[src/rtl/dcdc_clkgen_pkg.sv]
// Shared constants for the frame-synchronous DC-DC converter clock generator:
// register field indices, prescaler select encodings and dither LFSR setup.
package dcdc_clkgen_pkg;

    localparam logic FLD_DIV   = 1'b0;
    localparam logic FLD_PHASE = 1'b1;

    typedef enum logic [1:0] {
        SelDiv1    = 2'd0,
        SelDiv16   = 2'd1,
        SelDiv256  = 2'd2,
        SelDiv4096 = 2'd3
    } presc_sel_e;

    localparam int unsigned PRESC_W = 12;

    // Fibonacci taps 8,6,5,4 expressed as bit positions 7,5,4,3
    localparam logic [7:0] LFSR_SEED = 8'h01;
    localparam logic [7:0] LFSR_TAPS = 8'b1011_1000;

    function automatic logic [3:0] presc_ticks(input logic [PRESC_W-1:0] cnt);
        logic [3:0] t;
        t             = '0;
        t[SelDiv1]    = 1'b1;
        t[SelDiv16]   = &cnt[3:0];
        t[SelDiv256]  = &cnt[7:0];
        t[SelDiv4096] = &cnt[11:0];
        return t;
    endfunction

endpackage

[src/rtl/dcdc_clkgen_ch.sv]
// One converter clock channel: active/pending config, half-period counter,
// frame-aligned resync and the registered converter clock/external flag.
module dcdc_clkgen_ch
    import dcdc_clkgen_pkg::*;
#(
    parameter int unsigned DIV_W = 5
) (
    input  logic             clk,
    input  logic             rst,
    input  logic             frame_i,
    input  logic             we_div_i,
    input  logic             we_phase_i,
    input  logic [DIV_W+1:0] wd_i,
    input  logic [3:0]       tick_i,
    input  logic             dith_i,
    output logic             cnvclk_o,
    output logic             cnvext_o,
    output logic             pend_o
);

    localparam int unsigned CNT_W = DIV_W + 1;

    logic [1:0]       act_sel_q, act_sel_d, pnd_sel_q, pnd_sel_d;
    logic [DIV_W-1:0] act_div_q, act_div_d, pnd_div_q, pnd_div_d;
    logic [DIV_W-1:0] act_phase_q, act_phase_d, pnd_phase_q, pnd_phase_d;
    logic             valid_q, valid_d;
    logic [CNT_W-1:0] cntr_q, cntr_d;
    logic             cnvclk_q, cnvclk_d;
    logic             fullper_q, fullper_d;
    logic             cnvext_q;

    logic             apply;
    logic [1:0]       eff_sel;
    logic [DIV_W-1:0] eff_div, eff_phase;
    logic             tick, sync;

    // On a frame with a pending config, this cycle already runs on the new values
    assign apply     = frame_i && valid_q;
    assign eff_sel   = apply ? pnd_sel_q   : act_sel_q;
    assign eff_div   = apply ? pnd_div_q   : act_div_q;
    assign eff_phase = apply ? pnd_phase_q : act_phase_q;
    assign tick      = tick_i[eff_sel];
    assign sync      = frame_i && (valid_q || fullper_q);

    always_comb begin
        act_sel_d   = act_sel_q;
        act_div_d   = act_div_q;
        act_phase_d = act_phase_q;
        pnd_sel_d   = pnd_sel_q;
        pnd_div_d   = pnd_div_q;
        pnd_phase_d = pnd_phase_q;
        valid_d     = valid_q;
        if (apply) begin
            act_sel_d   = pnd_sel_q;
            act_div_d   = pnd_div_q;
            act_phase_d = pnd_phase_q;
            valid_d     = 1'b0;
        end
        // A channel that is off takes writes immediately; a running one waits for frame
        if (we_div_i) begin
            pnd_sel_d = wd_i[DIV_W+1:DIV_W];
            pnd_div_d = wd_i[DIV_W-1:0];
            if (act_div_q == '0) begin
                act_sel_d = wd_i[DIV_W+1:DIV_W];
                act_div_d = wd_i[DIV_W-1:0];
            end else begin
                valid_d = 1'b1;
            end
        end
        if (we_phase_i) begin
            pnd_phase_d = wd_i[DIV_W-1:0];
            if (act_div_q == '0) begin
                act_phase_d = wd_i[DIV_W-1:0];
            end else begin
                valid_d = 1'b1;
            end
        end
    end

    always_comb begin
        cntr_d    = cntr_q;
        cnvclk_d  = cnvclk_q;
        fullper_d = fullper_q;
        if (eff_div == '0) begin
            cntr_d    = '0;
            cnvclk_d  = 1'b0;
            fullper_d = 1'b0;
        end else if (sync) begin
            cntr_d    = CNT_W'(eff_div) + CNT_W'(eff_phase);
            cnvclk_d  = 1'b0;
            fullper_d = 1'b0;
        end else if (tick && cntr_q == '0) begin
            cntr_d    = CNT_W'(eff_div) + CNT_W'(dith_i);
            cnvclk_d  = ~cnvclk_q;
            fullper_d = fullper_q | cnvclk_q;
        end else if (tick) begin
            cntr_d = cntr_q - CNT_W'(1);
        end
    end

    always_ff @(posedge clk or posedge rst) begin
        if (rst) begin
            act_sel_q   <= '0;
            act_div_q   <= '0;
            act_phase_q <= '0;
            pnd_sel_q   <= '0;
            pnd_div_q   <= '0;
            pnd_phase_q <= '0;
            valid_q     <= 1'b0;
            cntr_q      <= '0;
            cnvclk_q    <= 1'b0;
            fullper_q   <= 1'b0;
            cnvext_q    <= 1'b0;
        end else begin
            act_sel_q   <= act_sel_d;
            act_div_q   <= act_div_d;
            act_phase_q <= act_phase_d;
            pnd_sel_q   <= pnd_sel_d;
            pnd_div_q   <= pnd_div_d;
            pnd_phase_q <= pnd_phase_d;
            valid_q     <= valid_d;
            cntr_q      <= cntr_d;
            cnvclk_q    <= cnvclk_d;
            fullper_q   <= fullper_d;
            cnvext_q    <= (act_div_q != '0);
        end
    end

    assign cnvclk_o = cnvclk_q;
    assign cnvext_o = cnvext_q;
    assign pend_o   = valid_q;

endmodule

[src/rtl/dcdc_clkgen.sv]
// Multi-channel frame-synchronous converter clock generator: shared prescaler,
// register decode and per-channel generators. DCDC_SPREAD_EN adds LFSR reload dither.
module dcdc_clkgen
    import dcdc_clkgen_pkg::*;
#(
    parameter int unsigned NUM_CH = 2,
    parameter int unsigned DIV_W  = 5,
    localparam int unsigned CH_W  = (NUM_CH > 1) ? $clog2(NUM_CH) : 1,
    localparam int unsigned AW    = CH_W + 1
) (
    input  logic             clk,
    input  logic             rst,
    input  logic             frame,
    input  logic             we,
    input  logic [AW-1:0]    wa,
    input  logic [DIV_W+1:0] wd,
    output logic [NUM_CH-1:0] cnvclk,
    output logic [NUM_CH-1:0] cnvext,
    output logic [NUM_CH-1:0] pend
);

    logic [PRESC_W-1:0] presc_q;
    logic [3:0]         ticks;
    logic [NUM_CH-1:0]  dith;

    always_ff @(posedge clk or posedge rst) begin
        if (rst) begin
            presc_q <= '0;
        end else begin
            presc_q <= presc_q + PRESC_W'(1);
        end
    end

    assign ticks = presc_ticks(presc_q);

`ifdef DCDC_SPREAD_EN
    logic [7:0] lfsr_q;

    always_ff @(posedge clk or posedge rst) begin
        if (rst) begin
            lfsr_q <= LFSR_SEED;
        end else begin
            lfsr_q <= {lfsr_q[6:0], ^(lfsr_q & LFSR_TAPS)};
        end
    end

    for (genvar i = 0; i < NUM_CH; i++) begin : g_dith
        assign dith[i] = lfsr_q[i % 8];
    end
`else
    assign dith = '0;
`endif

    for (genvar i = 0; i < NUM_CH; i++) begin : g_ch
        logic hit;

        assign hit = we && (wa[AW-1:1] == CH_W'(i));

        dcdc_clkgen_ch #(
            .DIV_W(DIV_W)
        ) u_ch (
            .clk       (clk),
            .rst       (rst),
            .frame_i   (frame),
            .we_div_i  (hit && (wa[0] == FLD_DIV)),
            .we_phase_i(hit && (wa[0] == FLD_PHASE)),
            .wd_i      (wd),
            .tick_i    (ticks),
            .dith_i    (dith[i]),
            .cnvclk_o  (cnvclk[i]),
            .cnvext_o  (cnvext[i]),
            .pend_o    (pend[i])
        );
    end

endmodule

[config.mk]
export PLATFORM = sky130hd
export DESIGN_NAME = dcdc_clkgen
export DESIGN_NICKNAME = d
export VERILOG_FILES = /design/src/rtl/dcdc_clkgen_pkg.sv /design/src/rtl/dcdc_clkgen_ch.sv /design/src/rtl/dcdc_clkgen.sv
export SDC_FILE = /design/constraint.sdc
export NUM_CORES = 1
export LEC_CHECK = 0
export CORE_MARGIN = 4
export CORE_UTILIZATION = 60
export DETAILED_ROUTE_END_ITERATION = 8
export PLACE_DENSITY = 0.79
export SLEW_MARGIN = 20
export SYNTH_ARGS = -nofsm -noshare
export SYNTH_HDL_FRONTEND = slang
export SYNTH_HIERARCHICAL = 1
export SYNTH_SLANG_ARGS = --single-unit
[constraint.sdc]
create_clock -name clk -period 2.7 [get_ports clk]
set_input_delay 0.81 -clock clk [delete_from_list [all_inputs] [get_ports clk]]
set_output_delay 0.81 -clock clk [all_outputs]
set_load 0.005 [all_outputs]
==> run_results.csv <==
group,metric,value,unit
run_status,status,"finished, final reports clean",
timing,skew,0.00618,ns
logic_synthesis,avgSynthCellArea,9.73,um^2
detailed_routing,wl_met2,5.31,mm
clock_network,cts_made_buffers,9,
detailed_routing,top_layer,"met4",
placed_design,dp.cells,670,
setup_path,critPathMaxFanout,7,
logic_synthesis,async_reset_ff_frac,1.00,
detailed_routing,drt-total-wl,11.6,mm
clock_network,cts_max_level,3,
grt,grt_pass1_wl,19.6,mm
layout,area_growth,19.6,%
setup_path,cp-end-kind,"register",
detailed_routing,drt-wirelength-per-cell,16.9,um
detailed_routing,firstDrtPassIters,4,
detailed_routing,drtAntennaViolNets,0,
hold_path,min_from,"presc_q[10]",
detailed_routing,num_vias,4041,
grt,grt_pass1_vias,4031,
placed_design,routabilityCongestion,0.960,
timing,fmax,394,MHz
grt,antenna_found_initial,0,
logic_synthesis,synth_cells,503,
layout,finish.utilization,0.750,
placed_design,numPortBuffers,18,
setup_path,startpoint_type,"register",
setup_path,r2r-start,"presc_q[0]",
logic_synthesis,ys_warn_count,6,
run,drv_cap,0,
floorplan,dieArea,9660,um^2
setup_path,crit_arrival,2.75,ns
layout,drive_gt1_frac,0.245,
floorplan,die_h,98.3,um
power_and_ir_drop,ir_drop,0.478,mV
timing,setup_viol,0,
grt,grt_max_degree,35,
hold_path,hold_path_class,"register to register",
clock_network,cts_setup_buffers,0,
clock_network,clock_sinks,80,
placed_design,hpwl,8.64,mm
logic_synthesis,syn_area,4890,um^2
layout,insertedDiodeCount,0,
logic_synthesis,ys_seq_area_frac,0.409,
setup_path,crit_required,2.91,ns
grt,overflow,0,
setup_path,critPathKind,"register to register",
timing,finalSetupTns,0,ns
timing,rsz0062_at_grt,"false",
floorplan,initial_utilization,0.627,
floorplan,coreArea,7810,um^2
timing,final.min_clock_period,2.54,ns
layout,nets,611,
floorplan,num_io_pins,19,
detailed_routing,wl_met3,743,um
detailed_routing,wl_met1,5.38,mm
logic_synthesis,ys_ff_latch,80,
setup_path,crit_start,"presc_q[0]",
timing,post-route-period-util,0.941,
detailed_routing,viasPerCell,5.89,
clock_network,hold_buffers,0,
power_and_ir_drop,power_density,1040,nW/um^2
layout,instances_no_fill,686,
power_and_ir_drop,p_leak,0.00270,uW
clock_network,clockRootBuffer,"clkbuf_8",
detailed_routing,first_iter_violations,207,
clock_network,clk_pin_slew,0.07,ns
floorplan,row_count,32,
timing,fin_hold_ws,0.477,ns
timing,slew_violations,0,
logic_synthesis,synth_edf_count,0,
clock_network,clock_latency,0.34,ns
floorplan,fp.dieW,98.3,um
detailed_routing,post-route-drc-count,0,
clock_network,clock_path_buffers,2,
power_and_ir_drop,power,6100,uW
clock_network,cts_tree,"yes",
grt,track_usage,0.248,
timing,hold_viol,0,
logic_synthesis,dominantRegCellSynth,"dfrtp_1",
logic_synthesis,post_synth_num_cell_types,56,
registers in the layout, indices dropped and copies added, names as in the netlist:
signal                 flops
g_ch.u_ch/pnd_div_q       10
g_ch.u_ch/pnd_sel_q        4
g_ch.u_ch/cnvclk_o         2
g_ch.u_ch/cntr_q          12
g_ch.u_ch/cnvext_o         2
g_ch.u_ch/act_sel_q        4
g_ch.u_ch/pnd_phase_q     10
g_ch.u_ch/act_phase_q     10
g_ch.u_ch/pend_o           2
presc_q                   12
g_ch.u_ch/act_div_q       10
g_ch.u_ch/fullper_q        2
power breakdown:
group	switching [uW]	internal [uW]
clock	418	599
sequential	351	1570
combinational	1520	1640
final cells by class:
type                       count  area, um^2
clock inverter                 2        60.1
fill                         565        1950
sequential                    80        2000
multi-input combinational    379        2720
timing repair buffer          83         676
tap                          102         128
inverter                      26        97.6
clock buffer                  14         173
through the flow:
stage / setup slack (ns) / area (um^2)
floorplan: 0.00788 / 4940
global placement: -0.594 / 5620
detailed placement: -0.644 / 5620
CTS: 0.0144 / 5860
global route: 0.0603 / 5850
finish: 0.159 / 5850
worst paths after layout:
path / slack (ns) / endpoint / cells after the start
min in group asynchronous: 0.81 / g_ch[1].u_ch/cnvclk_o / 2
min: 0.48 / presc_q[10] / 1
max: 0.16 / g_ch[0].u_ch/cntr_q[1] / 9
min reg2reg: 0.48 / presc_q[10] / 1
max in group asynchronous: 1.41 / g_ch[0].u_ch/act_phase_q[1] / 3
max reg2reg: 0.16 / g_ch[0].u_ch/cntr_q[1] / 9
layout by cell type, fill, tap and decap left out, types with 5 or more instances in the layout:
master           Yosys  routed
nor2_1              29      29
and3_1               5       5
a211oi_1             8       8
dfrtp_1             80      80
o21ai_0             16      16
nor3_1               8       8
ha_1                19      19
a21oi_1             20      20
nand2_1             74      74
xnor2_1             23      23
xor2_1               9       9
inv_1               25      25
mux2_2              38      38
clkbuf_8             0      12
clkdlybuf4s50_1      0      17
nand3_1             17      17
nand4_1              5       5
buf_4                4      64
o21ai_1              6       6
and2_1               6       5
a31oi_1              8       8
worst max-delay path, stage by stage (launching register included):
cell and delay [ns]:
dfrtp_1 0.42, ha_1 0.23, nand3_2 0.17, nor4_1 0.40, o21ai_1 0.21, nand3b_4 0.13, and2_1 0.28, buf_4 0.17
a21oi_1 0.05, a211oi_1 0.35
routing by layer:
| layer | GRT usage | vias to the layer above |
|---|---|---|
| li1 | - | 1936 |
| met1 | 0.355 | 1940 |
| met2 | 0.384 | 142 |
| met3 | 0.0429 | 23 |
| met4 | 0.0798 | 0 |
| met5 | 0 | - |
synth_stat cells, types with 4 or more instances:
master | instances | area (um^2)
xnor2_1 | 23 | 201
a211oi_1 | 8 | 60.1
or4_1 | 4 | 30.0
nor2_1 | 29 | 109
ha_1 | 19 | 238
nand2_1 | 74 | 278
buf_6 | 4 | 45.0
mux2i_1 | 6 | 60.1
a211o_1 | 4 | 35.0
xor2_1 | 9 | 78.8
o31ai_1 | 4 | 30.0
mux2_2 | 38 | 428
a21oi_1 | 20 | 100
clkbuf_1 | 10 | 37.5
dfrtp_1 | 80 | 2000
a31oi_1 | 8 | 50.1
and3_1 | 5 | 31.3
a21bo_2 | 4 | 40.0
nand4_1 | 5 | 31.3
o21bai_1 | 4 | 30.0
a221oi_1 | 4 | 35.0
o21ai_0 | 16 | 80.1
nand3_1 | 17 | 85.1
o21ai_1 | 6 | 30.0
nor3_1 | 8 | 40.0
buf_4 | 4 | 30.0
inv_1 | 25 | 93.8
o22ai_1 | 4 | 25.0
and2_1 | 6 | 37.5
a311oi_1 | 4 | 35.0
repair_timing:
item | 4_1_cts | 5_1_grt
endpoints found under the setup margin | 13 | 8
resized for setup | 2 | 3
hold endpoints to repair | 0 | 0
kinds of logic (layout without fill, tap and decap cells):
logic type	after synthesis	count (layout)	synth area share
multiplexers	46	46	0.109
other	2	4	0.00154
XOR/XNOR	32	32	0.0573
AO/OA/AOI/OAI	98	98	0.132
flip-flops	80	80	0.409
adder cells (fa/ha/maj)	19	19	0.0486
buffers and inverters	46	125	0.0450
AND/OR/NAND/NOR	180	180	0.197
Note: power is estimated with default switching activity, not from simulation.
